--- config.mk ---
export PLATFORM = sky130hd
export DESIGN_NAME = ctrl_seq16
export DESIGN_NICKNAME = d
export VERILOG_FILES = /design/src/rtl/risc16_ctrl_pkg.sv /design/src/rtl/branch_cond16.sv /design/src/rtl/ctrl_seq16.sv
export SDC_FILE = /design/constraint.sdc
export NUM_CORES = 1
export LEC_CHECK = 0
export CAP_MARGIN = 5
export CORE_UTILIZATION = 45
export CTS_CLUSTER_DIAMETER = 120
export DETAILED_ROUTE_END_ITERATION = 8
export PLACE_DENSITY = 0.77
export SKIP_LAST_GASP = 1
export SYNTH_ARGS = -nofsm -noshare
export SYNTH_HDL_FRONTEND = slang
export SYNTH_SLANG_ARGS = --single-unit
--- constraint.sdc ---
create_clock -name CLK -period 5.25 [get_ports CLK]
set_input_delay 1.575 -clock CLK [delete_from_list [all_inputs] [get_ports CLK]]
set_output_delay 1.575 -clock CLK [all_outputs]
set_load 0.02 [all_outputs]
--- src/rtl/risc16_ctrl_pkg.sv ---
// Shared encodings for the RISC16 control sequencer: state codes, one-hot opcode
// bit positions and the datapath select encodings.
package risc16_ctrl_pkg;

    typedef enum logic [2:0] {
        S_IDLE   = 3'd0,
        S_FETCH  = 3'd1,
        S_DECODE = 3'd2,
        S_EXEC   = 3'd3,
        S_MEM    = 3'd4,
        S_WB     = 3'd5,
        S_HALT   = 3'd6
    } state_t;

    localparam int OP_LHI  = 0;
    localparam int OP_LLI  = 1;
    localparam int OP_LDRI = 2;
    localparam int OP_LDRR = 3;
    localparam int OP_STRI = 4;
    localparam int OP_STRR = 5;
    localparam int OP_ADD  = 6;
    localparam int OP_ADC  = 7;
    localparam int OP_SUB  = 8;
    localparam int OP_SBB  = 9;
    localparam int OP_CMP  = 10;
    localparam int OP_ADDI = 11;
    localparam int OP_SUBI = 12;
    localparam int OP_MOV  = 13;
    localparam int OP_BCC  = 14;
    localparam int OP_BCS  = 15;
    localparam int OP_BNE  = 16;
    localparam int OP_BEQ  = 17;
    localparam int OP_BAL  = 18;
    localparam int OP_JMP  = 19;
    localparam int OP_JALL = 20;
    localparam int OP_JALR = 21;
    localparam int OP_JR   = 22;
    localparam int OP_OUTR = 23;
    localparam int OP_HLT  = 24;

    localparam logic [2:0] ALU_ADD   = 3'd0;
    localparam logic [2:0] ALU_ADC   = 3'd1;
    localparam logic [2:0] ALU_SUB   = 3'd2;
    localparam logic [2:0] ALU_SBB   = 3'd3;
    localparam logic [2:0] ALU_PASSB = 3'd4;
    localparam logic [2:0] ALU_LHI   = 3'd5;
    localparam logic [2:0] ALU_LLI   = 3'd6;

    localparam logic [1:0] PC_SEL_DISP = 2'd0;
    localparam logic [1:0] PC_SEL_ABS  = 2'd1;
    localparam logic [1:0] PC_SEL_REG  = 2'd2;

    localparam logic [1:0] WSEL_ALU  = 2'd0;
    localparam logic [1:0] WSEL_MEM  = 2'd1;
    localparam logic [1:0] WSEL_LINK = 2'd2;

endpackage

--- src/rtl/branch_cond16.sv ---
// Conditional-branch resolver: takes the five branch opcode bits (BCC, BCS, BNE,
// BEQ, BAL in that order) and the ALU flags, and says whether the branch is taken.
module branch_cond16 (
    input  logic [4:0] OP_BR,
    input  logic       FLAG_C,
    input  logic       FLAG_Z,
    output logic       TAKE
);

    assign TAKE = (OP_BR[0] & ~FLAG_C) |
                  (OP_BR[1] &  FLAG_C) |
                  (OP_BR[2] & ~FLAG_Z) |
                  (OP_BR[3] &  FLAG_Z) |
                   OP_BR[4];

endmodule

--- src/rtl/ctrl_seq16.sv ---
// Multi-cycle FETCH/DECODE/EXEC/MEM/WB control sequencer for the 16-bit RISC core.
// Build option ILLEGAL_TRAP_EN: an illegal opcode halts the core instead of acting as a NOP.
module ctrl_seq16 #(
    parameter int OP_W = 25,
    parameter int ST_W = 3
) (
    input  logic            CLK,
    input  logic            RST,
    input  logic            RUN,
    input  logic [OP_W-1:0] OP,
    input  logic            FLAG_C,
    input  logic            FLAG_Z,
    input  logic            MEM_ACK,
    output logic [ST_W-1:0] STATE,
    output logic            IR_LD,
    output logic            PC_INC,
    output logic            PC_LD,
    output logic [1:0]      PC_SEL,
    output logic            ADDR_SEL,
    output logic            MEM_REQ,
    output logic            MEM_WE,
    output logic            RF_WE,
    output logic [1:0]      RF_WSEL,
    output logic [2:0]      ALU_OP,
    output logic            ALU_SRC_IMM,
    output logic            FLAGS_LD,
    output logic            OUT_LD,
    output logic            HALTED,
    output logic            ILL
);
    import risc16_ctrl_pkg::*;

    state_t state;
    logic   legal;
    logic   is_store;
    logic   is_mem;
    logic   take;

    assign legal    = (OP != '0) && ((OP & (OP - OP_W'(1))) == '0);
    assign is_store = OP[OP_STRI] | OP[OP_STRR];
    assign is_mem   = OP[OP_LDRI] | OP[OP_LDRR] | is_store;

    branch_cond16 u_branch (
        .OP_BR (OP[OP_BAL:OP_BCC]),
        .FLAG_C(FLAG_C),
        .FLAG_Z(FLAG_Z),
        .TAKE  (take)
    );

    assign STATE = ST_W'(state);

    // The instruction register loads with the fetched word in the cycle memory acknowledges it.
    assign IR_LD  = (state == S_FETCH) && MEM_ACK;
    assign PC_INC = (state == S_FETCH) && MEM_ACK;

    always_ff @(posedge CLK) begin
        if (RST) begin
            state       <= S_IDLE;
            PC_LD       <= 1'b0;
            PC_SEL      <= PC_SEL_DISP;
            ADDR_SEL    <= 1'b0;
            MEM_REQ     <= 1'b0;
            MEM_WE      <= 1'b0;
            RF_WE       <= 1'b0;
            RF_WSEL     <= WSEL_ALU;
            ALU_OP      <= ALU_ADD;
            ALU_SRC_IMM <= 1'b0;
            FLAGS_LD    <= 1'b0;
            OUT_LD      <= 1'b0;
            HALTED      <= 1'b0;
            ILL         <= 1'b0;
        end else begin
            PC_LD       <= 1'b0;
            PC_SEL      <= PC_SEL_DISP;
            ADDR_SEL    <= 1'b0;
            MEM_REQ     <= 1'b0;
            MEM_WE      <= 1'b0;
            RF_WE       <= 1'b0;
            RF_WSEL     <= WSEL_ALU;
            ALU_OP      <= ALU_ADD;
            ALU_SRC_IMM <= 1'b0;
            FLAGS_LD    <= 1'b0;
            OUT_LD      <= 1'b0;
            HALTED      <= 1'b0;
            ILL         <= 1'b0;

            case (state)
                S_IDLE: begin
                    if (RUN) begin
                        state   <= S_FETCH;
                        MEM_REQ <= 1'b1;
                    end
                end

                S_FETCH: begin
                    if (MEM_ACK) begin
                        state <= S_DECODE;
                    end else begin
                        MEM_REQ <= 1'b1;
                    end
                end

                // Strobes registered here are the ones presented during EXEC.
                S_DECODE: begin
                    state <= S_EXEC;
                    if (!legal) begin
                        ILL <= 1'b1;
                    end else begin
                        case (1'b1)
                            OP[OP_ADD]:  begin RF_WE <= 1'b1; FLAGS_LD <= 1'b1; ALU_OP <= ALU_ADD; end
                            OP[OP_ADC]:  begin RF_WE <= 1'b1; FLAGS_LD <= 1'b1; ALU_OP <= ALU_ADC; end
                            OP[OP_SUB]:  begin RF_WE <= 1'b1; FLAGS_LD <= 1'b1; ALU_OP <= ALU_SUB; end
                            OP[OP_SBB]:  begin RF_WE <= 1'b1; FLAGS_LD <= 1'b1; ALU_OP <= ALU_SBB; end
                            OP[OP_ADDI]: begin
                                RF_WE <= 1'b1; FLAGS_LD <= 1'b1; ALU_OP <= ALU_ADD; ALU_SRC_IMM <= 1'b1;
                            end
                            OP[OP_SUBI]: begin
                                RF_WE <= 1'b1; FLAGS_LD <= 1'b1; ALU_OP <= ALU_SUB; ALU_SRC_IMM <= 1'b1;
                            end
                            OP[OP_CMP]:  begin FLAGS_LD <= 1'b1; ALU_OP <= ALU_SUB; end
                            OP[OP_MOV]:  begin RF_WE <= 1'b1; ALU_OP <= ALU_PASSB; end
                            OP[OP_LHI]:  begin RF_WE <= 1'b1; ALU_OP <= ALU_LHI; end
                            OP[OP_LLI]:  begin RF_WE <= 1'b1; ALU_OP <= ALU_LLI; end
                            OP[OP_LDRI], OP[OP_STRI]: begin ALU_OP <= ALU_ADD; ALU_SRC_IMM <= 1'b1; end
                            OP[OP_LDRR], OP[OP_STRR]: ALU_OP <= ALU_ADD;
                            OP[OP_BCC], OP[OP_BCS], OP[OP_BNE], OP[OP_BEQ], OP[OP_BAL]: begin
                                PC_LD  <= take;
                                PC_SEL <= PC_SEL_DISP;
                            end
                            OP[OP_JMP]:  begin PC_LD <= 1'b1; PC_SEL <= PC_SEL_ABS; end
                            OP[OP_JALL]: begin
                                RF_WE <= 1'b1; RF_WSEL <= WSEL_LINK; PC_LD <= 1'b1; PC_SEL <= PC_SEL_DISP;
                            end
                            OP[OP_JALR]: begin
                                RF_WE <= 1'b1; RF_WSEL <= WSEL_LINK; PC_LD <= 1'b1; PC_SEL <= PC_SEL_REG;
                            end
                            OP[OP_JR]:   begin PC_LD <= 1'b1; PC_SEL <= PC_SEL_REG; end
                            OP[OP_OUTR]: OUT_LD <= 1'b1;
                            default: ;
                        endcase
                    end
                end

                S_EXEC: begin
                    if (legal && is_mem) begin
                        state       <= S_MEM;
                        MEM_REQ     <= 1'b1;
                        ADDR_SEL    <= 1'b1;
                        MEM_WE      <= is_store;
                        ALU_OP      <= ALU_OP;
                        ALU_SRC_IMM <= ALU_SRC_IMM;
                    end else if (legal && OP[OP_HLT]) begin
                        state  <= S_HALT;
                        HALTED <= 1'b1;
`ifdef ILLEGAL_TRAP_EN
                    end else if (!legal) begin
                        state  <= S_HALT;
                        HALTED <= 1'b1;
                        ILL    <= 1'b1;
`endif
                    end else begin
                        state   <= S_FETCH;
                        MEM_REQ <= 1'b1;
                    end
                end

                // The address computation stays on the ALU until memory completes.
                S_MEM: begin
                    if (MEM_ACK) begin
                        if (MEM_WE) begin
                            state   <= S_FETCH;
                            MEM_REQ <= 1'b1;
                        end else begin
                            state   <= S_WB;
                            RF_WE   <= 1'b1;
                            RF_WSEL <= WSEL_MEM;
                        end
                    end else begin
                        MEM_REQ     <= 1'b1;
                        ADDR_SEL    <= 1'b1;
                        MEM_WE      <= MEM_WE;
                        ALU_OP      <= ALU_OP;
                        ALU_SRC_IMM <= ALU_SRC_IMM;
                    end
                end

                S_WB: begin
                    state   <= S_FETCH;
                    MEM_REQ <= 1'b1;
                end

                S_HALT: begin
                    HALTED <= 1'b1;
                    ILL    <= ILL;
                end

                default: state <= S_IDLE;
            endcase
        end
    end

endmodule

==> flow_results.org <==
** Yosys
- The mapped netlist covers 1480 um^2.
- Cell accounting for the most synthesized area :: sky130_fd_sc_hd__dfxtp_1
- Synth Area per Inst :: about 8.4 um^2
- Cell types occupying the most area after synthesis :: sky130_fd_sc_hd__dfxtp_1 (27%), sky130_fd_sc_hd__nor2_1 (6.6%), sky130_fd_sc_hd__nor4_4 (5.8%)
- Number of enable flip-flop cells after synthesis :: 0
- After Yosys synthesis, XOR and XNOR cells account for less than 1% of the synthesized area.
- Summing the areas of all fa, ha and maj instances in the mapped netlist gives less than 1% of the synthesized area.
- Sequential cells were found to cover 27.1% of the synthesized design area.
- Simple-gate share of the synthesized area :: between 30% and 40%
- After synthesis the netlist holds a flip-flop and latch count of 20.
- Synth Flop Type :: sky130_fd_sc_hd__dfxtp_1
- Of all flip-flops after synthesis, the portion carrying an async set or reset was 0%.
- Synthesized net count :: slightly above 200
- Ranked by instance count, the synthesized netlist is headed by sky130_fd_sc_hd__nor2_1 (26), sky130_fd_sc_hd__dfxtp_1 (20), sky130_fd_sc_hd__a21oi_1 (9), sky130_fd_sc_hd__inv_1 (9).
- Counting every instance in the synthesized netlist gives around 180.
- By area, the combinational part of the netlist is dominated by simple AND/OR/NAND/NOR gates.
- Multiplexer cells account for 0.678% of the synthesized area.
- For this run, the number of Yosys warnings is 0.
- Post-synthesis compound-gate area fraction :: ~28%
- The synthesized design devotes to its leading area cell type 27.1% of total area.
- Count of distinct cell types in the synthesized netlist :: 54
- Most used standard cell by instance count after synthesis :: sky130_fd_sc_hd__nor2_1

** CTS
- Worst-case clock buffer depth :: 2
- For the worst-skew pair, the clock arrives at the later sink with an insertion delay of 0.30 ns.
- Number of H-tree branching levels :: 1
- For this design, the CTS-stage hold fixing added 0 buffers.
- Post-CTS timing repair inserted 0 buffers for setup.
- After clock tree synthesis, the clock-pin slew on the worst setup and hold paths is 0.11 ns.
- CTS Root Buffer Type :: sky130_fd_sc_hd__clkbuf_4
- Sinks on Clock Net :: 20
- TritonCTS built the clock tree.
- Cts bufs inserted :: 3
- Post-CTS repair changed the size of 0 cells.

** Global route
- Pin count of the biggest net entering global routing :: 13
- Remaining Overflow, GRT :: 0
- The first global-routing pass estimated 6490 um of wire.
- The via count of the first global-routing pass came to approximately 1400.
- For this run, the total global-route usage over all layers was measured as about a quarter.
- The number of antenna violations at the first check in global routing is 0.

** Routing
- The routed layout has 1619 vias.
- Initial DRT Pass Iterations :: 4
- Routed wire length :: ~4000 um
- Initial detailed-routing violation count :: 77
- Mean routed wirelength per cell :: between 10 and 15 um
- Dividing the detail-routed via count by the number of cells gives between 6 and 7.
- Once detail routing completed, the nets flagged for antenna violations numbered 0.
- After detailed routing, the number of remaining DRC violations is 0.

** Worst setup path
- Startpoint of the lowest-slack register-to-register path :: STATE[1]
- The signal on the critical path passes through clkdlybuf4s50_1 -> nand2b_1 -> nor3_1 -> clkdlybuf4s50_1.
- In this run the register-to-register setup slack is between 3 and 4 ns.
- Along the worst path, the maximum fanout reaches 5.
- CP Capture Point :: IR_LD
- The most critical setup path has its startpoint at MEM_ACK.
- Critical path required time :: 3.68 ns
- Counting both buffers and inverters, the worst setup path holds a total of 2.
- R2r endpoint :: RF_WSEL[1]
- Worst Path Arrival :: between 3 and 4 ns
- Counting cells, the worst reg-to-reg path comes to 3.
- The critical path crosses 4 cells after its start point.
- Delay of the slowest cell on the worst path :: between 0.6 and 0.7 ns
- Top delay family on crit path :: buffers and inverters
- The worst setup path is launched from an input port.
- Counting stages on the worst path, the most repeated cell is sky130_fd_sc_hd__clkdlybuf4s50_1.
- The critical path in this run is classified as in -> out.
- Cell with the largest stage delay on the worst path :: sky130_fd_sc_hd__clkdlybuf4s50_1
- STA classifies the critical path endpoint as a primary output.

** Status
- Run status :: finished, final reports clean

** Power and ir drop
- The design draws around 0.34 mW.
- PwrDens :: roughly 160 nW/um^2
- Static leakage :: between 0.7 and 0.8 nW
- The worst-case IR drop observed on VDD is between 100 and 150 uV.

** STA
- Timing-limited maximum frequency :: 0.211 GHz
- The number of endpoints with negative hold slack in the final report was 0.
- Final Slew Violations :: 0
- Final hold analysis gives a worst-case slack of approximately 0.48 ns.
- Post-Route Skew :: 0.00139 ns
- For the pin with the worst max-slew slack, the measured transition is between 0.5 and 0.6 ns.
- Slew headroom :: 62.0%
- Of the available clock period, the critical path in the final layout requires around nine tenths.
- Unrepaired setup endpoints after global routing :: false
- Summed negative setup slack over all endpoints :: 0 ns
- Subtracting the final worst setup slack from the clock period gives roughly 4.7 ns.
- Setup violations remaining at the end of the flow were counted as 0.

** Cells and area
- Final instance count without filler cells :: approximately 270
- Layout overhead on the synthesized area :: 38.7%
- Counting the fill cells in the layout gives around 270.
- The repair_antennas step left the layout with diodes totalling 0.
- Final layout net count :: between 200 and 300
- Share of layout cells above drive strength 1 :: between 10% and 20%

** Floorplanning
- The floorplan has 20 rows.
- The floorplan step defined a core boundary enclosing roughly 3100 um^2.
- Die area :: between 3000 and 4000 um^2
- I/O pin count :: 53
- Initial core utilization :: a little under half
- Die width :: approximately 60 um
- From bottom edge to top edge, the die measures about 60 um.

** Place
- Routability-driven placement finished with a final weighted congestion of roughly 0.86.
- The HPWL after detailed placement is 3060 um.
- Post-Place Cells :: ~270
- Buffers placed on the I/O ports in this run total 52.

** Run
- The tool flagged a number of max-cap violations equal to 0.

** Worst hold path
- Class of the most critical hold timing path :: reg -> reg
==> metal layers <==
| layer | share of wire [%] | up-vias | GRT usage [%] | wire length, um |
|---|---|---|---|---|
| li1 | - | 785 | - | - |
| met5 | 0 | - | 0 | 0 |
| met4 | 1.0 | 0 | 6.46 | 40 |
| met3 | 7.0 | 4 | 4.37 | 276 |
| met1 | 44 | 767 | 32.4 | 1730 |
| met2 | 48 | 63 | 38.5 | 1890 |
==> final cells by class <==
type / count / area, um^2 / area share [%]
Tap cell: 44 / 55.1 / 2.69
Clock buffer: 4 / 36.3 / 1.77
Sequential cell: 20 / 400 / 19.5
Multi-Input combinational cell: 140 / 1000 / 48.9
Timing Repair Buffer: 52 / 520 / 25.4
Inverter: 9 / 33.8 / 1.65
==> cell usage in the layout, fill, tap and decap left out, drive strengths merged, types with 2 or more instances in the layout <==
cell type | Yosys | layout
a211o | 3 | 3
a211oi | 3 | 3
a21oi | 9 | 9
a31oi | 2 | 2
a41o | 2 | 2
a41oi | 2 | 2
clkbuf | 3 | 4
clkdlybuf4s50 | 0 | 52
dfxtp | 20 | 20
inv | 9 | 9
nand2 | 8 | 8
nand3 | 2 | 2
nand4 | 6 | 6
nor2 | 26 | 26
nor2b | 2 | 2
nor3 | 9 | 9
nor4 | 12 | 12
o2111a | 2 | 2
o21ai | 8 | 8
o21bai | 3 | 3
o22a | 2 | 2
o22ai | 2 | 2
o2bb2ai | 2 | 2
o31ai | 2 | 2
o41ai | 2 | 2
or2 | 5 | 5
or3 | 7 | 7
or4 | 2 | 2
==> state kept, by name (all words and copies together) (netlist names) <==
name and cells:
ADDR_SEL 1, ALU_OP 3, ALU_SRC_IMM 1, FLAGS_LD 1, HALTED 1, ILL 1, MEM_REQ 1, MEM_WE 1
OUT_LD 1, PC_LD 1, PC_SEL 2, RF_WE 1, RF_WSEL 2, STATE 3
==> worst min path at each step <==
stage | from | to | slack, ns | cells after the start
after floorplan | ALU_OP[1] | ALU_OP[1] | 0.54 | 1
after global placement | ALU_OP[1] | ALU_OP[1] | 0.45 | 1
after detailed placement | ALU_OP[1] | ALU_OP[1] | 0.46 | 1
after CTS | ALU_OP[1] | ALU_OP[1] | 0.48 | 1
after global routing | ALU_OP[1] | ALU_OP[1] | 0.50 | 1
final | ALU_OP[1] | ALU_OP[1] | 0.48 | 1
==> where the power goes <==
part           total [mW]  internal (mW)  switching, mW
registers           0.157          0.154        0.00247
clock network      0.0885         0.0423         0.0462
logic              0.0900         0.0426         0.0474
total               0.335          0.239         0.0961
==> metrics by stage <==
step / utilization, % / setup slack (ns) / cell area, um^2
2_1_floorplan: - / 1.21 / 1480
3_3_place_gp: 65.4 / 0.579 / 2010
3_5_place_dp: 65.4 / 0.528 / 2010
4_1_cts: 66.5 / 0.525 / 2050
5_1_grt: 66.5 / 0.409 / 2050
6_report: 66.5 / 0.510 / 2050
==> cell families after synthesis <==
logic type / count (synthesis)
buffers and inverters: 16
AND/OR/NAND/NOR: 85
adder cells (fa/ha/maj): 1
XOR/XNOR: 1
multiplexers: 1
flip-flops: 20
AO/OA/AOI/OAI: 52
Power figures use the tool's default switching activity.
